**src/rtl/alu_mc_pkg.sv**
```systemverilog
// Shared definitions for the multi-cycle ALU: opcode encodings (same 5-bit
// values as the combinational ALU, plus UDIV), FSM state enum and flag struct.
// UDIV is only executed when ALU_MC_DIV_EN is defined.
package alu_pkg;

    localparam logic [4:0] OP_AND  = 5'd0;
    localparam logic [4:0] OP_EOR  = 5'd1;
    localparam logic [4:0] OP_SUB  = 5'd2;
    localparam logic [4:0] OP_RSB  = 5'd3;
    localparam logic [4:0] OP_ADD  = 5'd4;
    localparam logic [4:0] OP_ADC  = 5'd5;
    localparam logic [4:0] OP_SBC  = 5'd6;
    localparam logic [4:0] OP_TST  = 5'd7;
    localparam logic [4:0] OP_CMP  = 5'd8;
    localparam logic [4:0] OP_CMN  = 5'd9;
    localparam logic [4:0] OP_ORR  = 5'd10;
    localparam logic [4:0] OP_MOV  = 5'd11;
    localparam logic [4:0] OP_BIC  = 5'd12;
    localparam logic [4:0] OP_MVN  = 5'd13;
    localparam logic [4:0] OP_NEG  = 5'd14;
    localparam logic [4:0] OP_MUL  = 5'd15;
    localparam logic [4:0] OP_UDIV = 5'd20;

    typedef enum logic [1:0] {
        IDLE = 2'd0,
        MUL  = 2'd1,
        DIV  = 2'd2,
        DONE = 2'd3
    } state_t;

    typedef struct packed {
        logic n;
        logic z;
        logic c;
        logic v;
    } flags_t;

endpackage

```
**src/rtl/alu_mc_iter.sv**
```systemverilog
// Iterative engine for alu_mc: shift-add multiplier and (with ALU_MC_DIV_EN)
// restoring divider sharing one step counter and the acc/a/b registers.
// 'start' loads the operands; one bit is processed per cycle for WIDTH
// cycles. 'done' is high during the final step and 'res' then carries the
// value that step produces, so the caller can capture it on that edge.
module alu_mc_iter #(
    parameter int WIDTH = 32
) (
    input  logic             clk,
    input  logic             rst_n,
    input  logic             start,
`ifdef ALU_MC_DIV_EN
    input  logic             div_mode,
`endif
    input  logic [WIDTH-1:0] op_a,
    input  logic [WIDTH-1:0] op_b,
    output logic             done,
    output logic [WIDTH-1:0] res
);

    localparam int CW = $clog2(WIDTH);

    logic             busy_q;
    logic [CW-1:0]    cnt_q;
    logic [WIDTH-1:0] acc_q;   // product (MUL) or partial remainder (DIV)
    logic [WIDTH-1:0] a_q;     // multiplicand (MUL) or dividend/quotient (DIV)
    logic [WIDTH-1:0] b_q;     // multiplier (MUL) or divisor (DIV)
    logic [WIDTH-1:0] mul_acc_n;

    // One shift-add step: add the multiplicand when the current multiplier bit is set
    always_comb begin
        mul_acc_n = b_q[0] ? (acc_q + a_q) : acc_q;
    end

`ifdef ALU_MC_DIV_EN
    logic             mode_q;
    logic [WIDTH:0]   rem_sh;
    logic [WIDTH+1:0] diff;
    logic             q_bit;
    logic [WIDTH-1:0] rem_n;
    logic [WIDTH-1:0] quo_n;

    // One restoring step: shift in the next dividend bit, keep the subtraction if no borrow
    always_comb begin
        rem_sh = {acc_q, a_q[WIDTH-1]};
        diff   = {1'b0, rem_sh} - {2'b00, b_q};
        q_bit  = ~diff[WIDTH+1];
        rem_n  = q_bit ? diff[WIDTH-1:0] : rem_sh[WIDTH-1:0];
        quo_n  = {a_q[WIDTH-2:0], q_bit};
    end

    assign res = mode_q ? quo_n : mul_acc_n;
`else
    assign res = mul_acc_n;
`endif

    assign done = busy_q && (cnt_q == CW'(WIDTH - 1));

    // Operand load on start, then one iteration per cycle until the last step
    always_ff @(posedge clk or negedge rst_n) begin
        if (!rst_n) begin
            busy_q <= 1'b0;
            cnt_q  <= '0;
            acc_q  <= '0;
            a_q    <= '0;
            b_q    <= '0;
`ifdef ALU_MC_DIV_EN
            mode_q <= 1'b0;
`endif
        end else if (start) begin
            busy_q <= 1'b1;
            cnt_q  <= '0;
            acc_q  <= '0;
            a_q    <= op_a;
            b_q    <= op_b;
`ifdef ALU_MC_DIV_EN
            mode_q <= div_mode;
`endif
        end else if (busy_q) begin
            cnt_q <= cnt_q + 1'b1;
            if (done) begin
                busy_q <= 1'b0;
            end
`ifdef ALU_MC_DIV_EN
            if (mode_q) begin
                acc_q <= rem_n;
                a_q   <= quo_n;
            end else begin
                acc_q <= mul_acc_n;
                a_q   <= a_q << 1;
                b_q   <= b_q >> 1;
            end
`else
            acc_q <= mul_acc_n;
            a_q   <= a_q << 1;
            b_q   <= b_q >> 1;
`endif
        end
    end

endmodule

```
**src/rtl/alu_mc.sv**
```systemverilog
// Registered multi-cycle ALU. Single-cycle ops deliver a result one cycle
// after accept; MUL (and UDIV when ALU_MC_DIV_EN is defined) take WIDTH+1.
// Handshake: a request is taken on in_valid && in_ready, a result leaves on
// out_valid && out_ready; result and flags hold while out_valid && !out_ready,
// and in DONE a new request may be taken in the same cycle the result leaves.
module alu_mc #(
    parameter int WIDTH = 32,
    parameter int OPW   = 5
) (
    input  logic             clk,
    input  logic             rst_n,
    input  logic             in_valid,
    output logic             in_ready,
    input  logic [OPW-1:0]   alu_op,
    input  logic [WIDTH-1:0] operand_a,
    input  logic [WIDTH-1:0] operand_b,
    input  logic             carry_in,
    output logic             out_valid,
    input  logic             out_ready,
    output logic [WIDTH-1:0] result,
    output logic             carry_out,
    output logic             zero_flag,
    output logic             negative_flag,
    output logic             overflow_flag
);

    import alu_pkg::*;

    localparam int MSB = WIDTH - 1;

    state_t           state_q, state_n, tgt;
    logic             rdy_q;
    logic [WIDTH-1:0] result_q, sc_res, iter_res;
    flags_t           flags_q, sc_flags, iter_flags;
    logic [WIDTH:0]   sum;
    logic             accept, is_mul, is_div, is_iter, iter_done, div_zero;

    assign in_ready = rdy_q && ((state_q == IDLE) || (state_q == DONE && out_ready));
    assign accept   = in_valid && in_ready;
    assign is_mul   = (alu_op == OP_MUL);
`ifdef ALU_MC_DIV_EN
    assign is_div   = (alu_op == OP_UDIV);
`else
    assign is_div   = 1'b0;
`endif
    assign is_iter  = is_mul || is_div;

    assign out_valid     = (state_q == DONE);
    assign result        = result_q;
    assign negative_flag = flags_q.n;
    assign zero_flag     = flags_q.z;
    assign carry_out     = flags_q.c;
    assign overflow_flag = flags_q.v;

    // Single-cycle datapath and flags, evaluated on the live request
    always_comb begin
        sum        = '0;
        sc_res     = '0;
        sc_flags   = '0;
        case (alu_op)
            OP_AND, OP_TST: sc_res = operand_a & operand_b;
            OP_EOR:         sc_res = operand_a ^ operand_b;
            OP_ORR:         sc_res = operand_a | operand_b;
            OP_MOV:         sc_res = operand_b;
            OP_BIC:         sc_res = operand_a & ~operand_b;
            OP_MVN:         sc_res = ~operand_b;
            OP_NEG:         sc_res = '0 - operand_a;
            OP_ADD, OP_CMN, OP_ADC: begin
                sum = {1'b0, operand_a} + {1'b0, operand_b}
                    + {{WIDTH{1'b0}}, (alu_op == OP_ADC) ? carry_in : 1'b0};
                sc_res     = sum[MSB:0];
                sc_flags.c = sum[WIDTH];
                sc_flags.v = (operand_a[MSB] == operand_b[MSB]) && (sc_res[MSB] != operand_a[MSB]);
            end
            OP_SUB, OP_CMP, OP_SBC: begin
                // a - b - !cin is a + ~b + cin; plain subtract uses cin = 1
                sum = {1'b0, operand_a} + {1'b0, ~operand_b}
                    + {{WIDTH{1'b0}}, (alu_op == OP_SBC) ? carry_in : 1'b1};
                sc_res     = sum[MSB:0];
                sc_flags.c = sum[WIDTH];
                sc_flags.v = (operand_a[MSB] != operand_b[MSB]) && (sc_res[MSB] != operand_a[MSB]);
            end
            OP_RSB: begin
                sum = {1'b0, operand_b} + {1'b0, ~operand_a} + {{WIDTH{1'b0}}, 1'b1};
                sc_res     = sum[MSB:0];
                sc_flags.c = sum[WIDTH];
                sc_flags.v = (operand_b[MSB] != operand_a[MSB]) && (sc_res[MSB] != operand_b[MSB]);
            end
            default:        sc_res = '0;
        endcase
        sc_flags.n = sc_res[MSB];
        sc_flags.z = (sc_res == '0);
    end

    // Flags for an iterative result; V marks a divide by zero
    always_comb begin
        iter_flags   = '0;
        iter_flags.n = iter_res[MSB];
        iter_flags.z = (iter_res == '0);
        iter_flags.v = div_zero;
    end

    // Destination state for an accepted request
    always_comb begin
        tgt = DONE;
        if (is_mul) begin
            tgt = MUL;
        end else if (is_div) begin
            tgt = DIV;
        end
    end

    // Next-state logic
    always_comb begin
        state_n = state_q;
        case (state_q)
            IDLE:     if (accept) state_n = tgt;
            MUL, DIV: if (iter_done) state_n = DONE;
            DONE:     if (out_ready) state_n = accept ? tgt : IDLE;
            default:  state_n = IDLE;
        endcase
    end

    // State, ready enable and output registers
    always_ff @(posedge clk or negedge rst_n) begin
        if (!rst_n) begin
            state_q  <= IDLE;
            rdy_q    <= 1'b0;
            result_q <= '0;
            flags_q  <= '0;
        end else begin
            state_q <= state_n;
            rdy_q   <= 1'b1;
            if (accept && !is_iter) begin
                result_q <= sc_res;
                flags_q  <= sc_flags;
            end else if (iter_done && (state_q == MUL || state_q == DIV)) begin
                result_q <= iter_res;
                flags_q  <= iter_flags;
            end
        end
    end

`ifdef ALU_MC_DIV_EN
    logic dz_q;
    assign div_zero = dz_q;

    // Remember a zero divisor at accept for the V flag
    always_ff @(posedge clk or negedge rst_n) begin
        if (!rst_n) begin
            dz_q <= 1'b0;
        end else if (accept) begin
            dz_q <= is_div && (operand_b == '0);
        end
    end
`else
    assign div_zero = 1'b0;
`endif

    alu_mc_iter #(.WIDTH(WIDTH)) u_iter (
        .clk      (clk),
        .rst_n    (rst_n),
        .start    (accept && is_iter),
`ifdef ALU_MC_DIV_EN
        .div_mode (is_div),
`endif
        .op_a     (operand_a),
        .op_b     (operand_b),
        .done     (iter_done),
        .res      (iter_res)
    );

endmodule

```
**config.mk**
```make
export PLATFORM = sky130hd
export DESIGN_NAME = alu_mc
export DESIGN_NICKNAME = d
export VERILOG_FILES = /design/src/rtl/alu_mc_pkg.sv /design/src/rtl/alu_mc_iter.sv /design/src/rtl/alu_mc.sv
export SDC_FILE = /design/constraint.sdc
export NUM_CORES = 1
export LEC_CHECK = 0
export ABC_AREA = 0
export BUFFER_PORTS_ARGS = -buffer_cell sky130_fd_sc_hd__buf_2
export CORE_ASPECT_RATIO = 1.25
export CORE_MARGIN = 4
export CORE_UTILIZATION = 55
export DETAILED_ROUTE_END_ITERATION = 16
export PLACE_DENSITY = 0.8
export SETUP_SLACK_MARGIN = 0.3
export SLEW_MARGIN = 20
export SYNTH_ARGS = -nofsm -noshare
export SYNTH_HDL_FRONTEND = slang
export SYNTH_SLANG_ARGS = --single-unit
```
**constraint.sdc**
```tcl
create_clock -name clk -period 3.52 [get_ports clk]
set_input_delay 0.704 -clock clk [delete_from_list [all_inputs] [get_ports clk]]
set_output_delay 0.704 -clock clk [all_outputs]
set_load 0.005 [all_outputs]
```
==> results of run 1 <==
final cells by class:
| cell class | count | area share (%) |
|---|---|---|
| Antenna cell | 3 | 0.0300 |
| Sequential cell | 140 | 14.0 |
| Clock buffer | 19 | 1.81 |
| Multi-Input combinational cell | 1902 | 54.1 |
| Inverter | 114 | 1.71 |
| Timing Repair Buffer | 861 | 25.6 |
| Clock inverter | 13 | 0.725 |
| Tap cell | 407 | 2.03 |
cell usage after synthesis, drive strengths merged (11+ instances only):
library cell  instances
o211ai               42
a21o                 24
a31oi                26
nand2b               27
a21oi               217
nor2b                30
ha                  162
or3                  11
or4                  15
o21ai               209
o21bai               17
inv                 111
nand3                49
nor3                 50
a221oi               16
o31ai                37
xor2                 18
a211oi               66
nand4                28
nor4                 35
o221ai               19
a311oi               11
mux2i                93
and4                 11
xnor2                63
dfrtp               140
o21a                 13
o22ai                25
buf                  35
a22oi                15
a221o                16
nand2               217
nor2                198
clkbuf              107
sequential cells by signal, summed over array words and instances, names as in the netlist:
register	cells
u_iter.acc_q	32
u_iter.b_q	32
u_iter.busy_q	1
u_iter.cnt_q	5
zero_flag	1
result	32
overflow_flag	1
u_iter.a_q	32
state_q	2
carry_out	1
rdy_q	1
where the power goes:
part	leakage (nW)	switching, W	internal (W)	total, W
Sequential	1.54	0.000616	0.00225	0.00286
Clock	0.309	0.000836	0.00117	0.00201
Combinational	9.32	0.00489	0.00390	0.00879
routing by layer:
layer	vias up	routed length, um	global-route usage [%]
li1	10000	-	-
met4	2	7590	32.7
met5	-	10	0
met1	10800	30400	56.7
met2	1873	38100	78.2
met3	558	10100	10.9
worst register-to-register path: stages, from the launching register on:
cell      delay (ns)
dfrtp_1         0.39
ha_1            0.32
a21oi_1         0.19
o21ai_0         0.17
or3_1           0.39
buf_4           0.17
o211ai_1        0.29
a21oi_2         0.16
a311oi_2        0.26
xor2_1          0.24
nor2_2          0.07
xnor2_1         0.19
and4_1          0.18
and4_1          0.23
a221o_1         0.32
cell families after synthesis:
| kind of cell | count (synthesis) | synth area share [%] |
|---|---|---|
| other | 1 | 0.0217 |
| buffers and inverters | 256 | 5.82 |
| AND/OR/NAND/NOR | 719 | 20.1 |
| multiplexers | 96 | 5.59 |
| AO/OA/AOI/OAI | 837 | 31.6 |
| adder cells (fa/ha/maj) | 168 | 12.4 |
| XOR/XNOR | 81 | 4.11 |
| flip-flops | 140 | 20.3 |
repair_timing:
item | 4_1_cts | 5_1_grt
resized for setup | 94 | 85
setup buffers | 23 | 9
endpoints found under the setup margin | 30 | 42
pin swaps | 34 | 30
path summary, 6_finish.rpt:
| check | startpoint | endpoint | slack [ns] | cells past startpoint |
|---|---|---|---|---|
| hold reg to reg | carry_out$_DFFE_PN0P_ | carry_out$_DFFE_PN0P_ | 0.52 | 2 |
| hold / removal | rst_n | u_iter.b_q[5]$_DFFE_PN0P_ | 0.22 | 1 |
| setup reg to reg | u_iter.a_q[6]$_DFFE_PN0P_ | zero_flag$_DFFE_PN0P_ | -0.15 | 14 |
| setup / recovery | alu_op[3] | zero_flag$_DFFE_PN0P_ | -1.04 | 18 |
| max in group asynchronous | rst_n | u_iter.a_q[15]$_DFFE_PN0P_ | 2.45 | 2 |
| min in group clk | carry_out$_DFFE_PN0P_ | carry_out$_DFFE_PN0P_ | 0.52 | 2 |
stage by stage:
step	utilization, %	instance area, um^2
after floorplan	-	17400
after global placement	75.5	23400
after detailed placement	75.5	23400
after CTS	79.5	24600
after global routing	80.7	25000
final	80.8	25000
==> impl_metrics.tcl, run 1 <==
set metrics [dict create \
    cts_made_buffers 17 \
    startpoint_type "primary input" \
    peakVddDrop_uv 731 \
    outcome "complete, but fails checks" \
    fin_crit_ns 4.56 \
    path_cells "buf_8, nand2b_4, or4_4, fa_2, fa_2, nand2b_1, a221o_1, a21oi_2, o211ai_1, a21oi_1, or3_1, a211o_1, or3_1, nor4_2, buf_4, nand4_1, nor4_2, a221o_1" \
    tightest_slew_ns 1.11 \
    clock-sinks 140 \
    path_buf_inv 2 \
    crit_path_max_incr_delay_ns 0.50 \
    layout_worst_path_cycle_share_pct 130 \
    dp_cells 3392 \
    power.total_w 0.0137 \
    area_growth_pct 45.1 \
    fill_cells 2087 \
    fin_worst_skew_ns 0.0210 \
    violations "setup timing" \
    wire_per_inst_um 24.9 \
    avgViaCountPerCell 6.72 \
    clk_pin_slew_ns 0.08 \
    ios 112 \
    synth_seq_cells 140 \
    finalSetupViolations 18 \
    synth-edff-count 0 \
    gp_congestion 1.13 \
    crit_fanout 2 \
    synth_area_per_cell_um2 7.51 \
    final_nets 3278 \
    rows 72 \
    clk_latency_ns 0.46 \
    slew_viol_final 0 \
    hold_class "primary input to async pin" \
    crit_family "simple AND/OR/NAND/NOR gates" \
    critical_path_class "primary input to register" \
    dieArea_um2 34300 \
    fmax_mhz 219 \
    route.detailed.drc 0 \
    relSlewSlack_pct 25.8 \
    yosysWarnings 0 \
    register_area_um2 3510 \
    antenna_found_initial 3 \
    multi_input_comb_area_um2 13500 \
    synthDistinctLibCells 91 \
    synth_area_leaders "dfrtp_1 20%, ha_1 12%, a21oi_1 6.3%" \
    track_usage_pct 48.0 \
    async_flop_share_pct 100 \
    grt_pass1_vias 22700 \
    htree_levels 4 \
    cts_hold_buf 0 \
    power_density_nw_per_um2 546 \
    cts-root-buf "clkbuf_16" \
    io_buffers 111 \
    initial_core_util_pct 55.7 \
    holdWs_ns 0.220 \
    synth_top_cell_area_share_pct 20.3 \
    ant_nets 0 \
    ys_seq_area_share_pct 20.3 \
    fp.dieH_um 206 \
    dr.pass1.iters 12 \
    finalHoldViolCount 0 \
    synth_area_um2 17300 \
    final_common_cell "buf_4" \
    arrival_ns 4.94 \
    grt_max_degree 101 \
    hpwl_mm 66.0 \
    die_w_um 166 \
    tns_ns -6.57 \
    layout-drive-gt1-share_pct 35.0 \
    overflow 0 \
    cp_slowest_cell "or4_4" \
    post-route-worst-setup-slack_ns -1.04 \
    core_um2 31000 \
    drt_iter0_markers 3168 \
    layout_common_cells "718 x buf_4, 211 x nand2_1, 200 x a21oi_1" \
    cts_tree "built" \
    cp_data_required_time_ns 3.90 \
    final_cells 3459 \
    total_leakage_power_nw 11.2 \
    vias 23200 \
    rsz0062_at_grt "yes" \
    syn-num-nets 2540 \
    grt_pass1_wl_mm 129 \
    maxCapViolCount 0 \
    synthFlopType "dfrtp_1" \
    netlist_instances 2298 \
    place_ws_ns -1.45 \
    wl_mm 86.2 \
    cp-end-kind "register" \
    cts.path.max_buffers 2 \
    yosysTopAreaCell "dfrtp_1" \
]
Note: power is estimated with default switching activity, not from simulation.
==> run 2, diff against run 1 <==
SYNTH_HIERARCHICAL = 1   (was not set)
==> run 2 against run 1 <==
Against the previous run: the flow still finishes with violations (setup timing); first-iteration DRC count increased by 19%; sequential cell count unchanged; sequential power increased by 7.3%; maximum frequency decreased by 0.63%; die area increased by 3.5%; highest routed layer is now met4.
==> impl_metrics.tcl, run 2 <==
set metrics [dict create \
    cts_made_buffers 17 \
    critical_path_class "primary input to register" \
    fmax_mhz 218 \
    wl_mm 89.3 \
    startpoint_type "primary input" \
    violations "setup timing" \
    synth_area_leaders "dfrtp_1 20%, ha_1 11%, mux2i_1 5.8%" \
    fin_util_pct 79.9 \
    synth_top_cell_area_share_pct 19.6 \
    synth_seq_cells 140 \
    final_nets 3323 \
    tns_ns -10.70 \
    post-route-worst-setup-slack_ns -1.07 \
    rows 73 \
    fin_worst_skew_ns 0.0219 \
    peakVddDrop_uv 947 \
    antenna_found_initial 3 \
    tightest_slew_ns 1.01 \
    avgViaCountPerCell 6.76 \
    grt_max_degree 70 \
    synthFlopType "dfrtp_1" \
    area_growth_pct 42.8 \
    total_leakage_power_nw 11.6 \
    maxCapViolCount 0 \
    clk_pin_slew_ns 0.07 \
    final_common_cell "buf_4" \
    hold_class "primary input to async pin" \
    core_um2 32000 \
    synth.most_common_cell "nand2_1" \
    ios 112 \
    arrival_ns 4.98 \
    track_usage_pct 48.2 \
    layout-drive-gt1-share_pct 36.8 \
    synthDistinctLibCells 119 \
    grt_pass1_vias 23300 \
    fp.dieH_um 210 \
    clk_latency_ns 0.47 \
    rsz0062_at_grt "yes" \
    yosysWarnings 6 \
    overflow 0 \
    power_density_nw_per_um2 638 \
    cts_tree "built" \
    dr.pass1.iters 6 \
    cp-end-kind "register" \
    htree_levels 4 \
    gp_congestion 1.17 \
    layout_worst_path_cycle_share_pct 130 \
    route.detailed.drc 0 \
    slew_viol_final 0 \
    synth-edff-count 0 \
    wire_per_inst_um 25.5 \
    fin_crit_ns 4.59 \
    vias 23700 \
    yosysTopAreaCell "dfrtp_1" \
    crit_fanout 2 \
    synth_common_cells "210 x nand2_1, 205 x a21oi_1, 195 x nor2_1" \
    ys_seq_area_share_pct 19.6 \
    synth_area_per_cell_um2 7.72 \
    drt_iter0_markers 3758 \
    netlist_instances 2318 \
    outcome "complete, but fails checks" \
    initial_core_util_pct 56.0 \
    cts.path.max_buffers 2 \
    async_flop_share_pct 100 \
    cp_data_required_time_ns 3.91 \
    dieArea_um2 35500 \
    die_w_um 169 \
    hpwl_mm 67.9 \
    io_buffers 111 \
    finalHoldViolCount 0 \
    cts-root-buf "clkbuf_16" \
    grt_pass1_wl_mm 134 \
    synth_area_um2 17900 \
    ant_nets 0 \
    relSlewSlack_pct 32.4 \
    syn-num-nets 2560 \
    clock-sinks 140 \
    finalSetupViolations 25 \
    layout_common_cells "749 x buf_4, 200 x nand2_1, 192 x nor2_1" \
]
[run 2: kinds of logic after synthesis]
group,Yosys count,share of synthesized area (%)
XOR/XNOR,75,3.67
flip-flops,140,19.6
AO/OA/AOI/OAI,803,30.4
multiplexers,125,7.14
adder cells (fa/ha/maj),168,12.0
buffers and inverters,264,6.47
AND/OR/NAND/NOR,742,20.7
other,1,0.0210
[run 2: path summary, 6_finish.rpt]
check                                             from                     endpoint  slack, ns  depth (start not counted)
setup / recovery                             alu_op[4]        zero_flag$_DFFE_PN0P_      -1.07                         18
hold / removal                                   rst_n        result[3]$_DFFE_PN0P_       0.22                          1
setup reg to reg           u_iter/acc_q[1]$_DFFE_PN0P_        zero_flag$_DFFE_PN0P_      -0.73                         16
hold reg to reg            u_iter/cnt_q[4]$_DFFE_PN0P_  u_iter/cnt_q[4]$_DFFE_PN0P_       0.54                          2
max in group asynchronous                        rst_n      u_iter/busy_q$_DFF_PN0_       2.43                          2
min in group clk           u_iter/cnt_q[4]$_DFFE_PN0P_  u_iter/cnt_q[4]$_DFFE_PN0P_       0.54                          2
[run 2: metal layers]
layer	global-route usage [%]	vias to the layer above	routed length (um)	part of all wire [%]
met2	74.9	1967	38800	43
met5	0	-	0	0
met3	13.4	610	10900	12
met1	57.0	11000	31000	35
li1	-	10100	-	-
met4	34.2	0	8600	9.6
[run 2: critical path: stages]
cell	delay, ns
buf_6	0.09
or3b_4	0.39
or3_4	0.37
fa_2	0.42
fa_2	0.36
nor2b_4	0.14
o211ai_1	0.20
nand4_1	0.20
a21oi_2	0.24
buf_4	0.15
o21ai_4	0.05
a221o_1	0.29
a211o_1	0.29
nor4_2	0.28
nand4_1	0.23
nor4_4	0.26
buf_4	0.16
a32o_1	0.14
[run 2: per-stage QoR]
| step | cell area, um^2 | worst slack [ns] | hold slack, ns | total power [W] | cells |
|---|---|---|---|---|---|
| after floorplan | 18100 | -0.778 | 0.408 | 0.00879 | 2318 |
| after global placement | 24100 | -1.51 | 0.509 | 0.0127 | 3454 |
| after detailed placement | 24100 | -1.60 | 0.530 | 0.0133 | 3454 |
| after CTS | 25300 | -0.987 | 0.247 | 0.0156 | 3502 |
| after global routing | 25500 | -1.23 | 0.282 | 0.0170 | 3506 |
| final | 25500 | -1.07 | 0.224 | 0.0163 | 3508 |
[run 2: repair_timing]
| item | 4_1_cts | 5_1_grt |
|---|---|---|
| hold buffers | 0 | 0 |
| setup endpoints to repair | 29 | 35 |
| pin swaps | 40 | 19 |
| resized for setup | 97 | 42 |
| setup buffers | 16 | 4 |
[run 2: layout make-up]
class                           count  area, um^2
Clock buffer                       17         425
Tap cell                          412         515
Sequential cell                   140        3510
Antenna cell                        2        5.00
Timing Repair Buffer              886        6510
Fill cell                        2183        6430
Inverter                          122         458
Multi-Input combinational cell   1914       13900
Clock inverter                     15         175
[run 2: report_power, final]
part | leakage (nW) | switching (W) | internal (W)
clock network | 0.298 | 0.000876 | 0.00107
logic | 9.76 | 0.00618 | 0.00510
registers | 1.56 | 0.000692 | 0.00237
total | 11.6 | 0.00775 | 0.00855
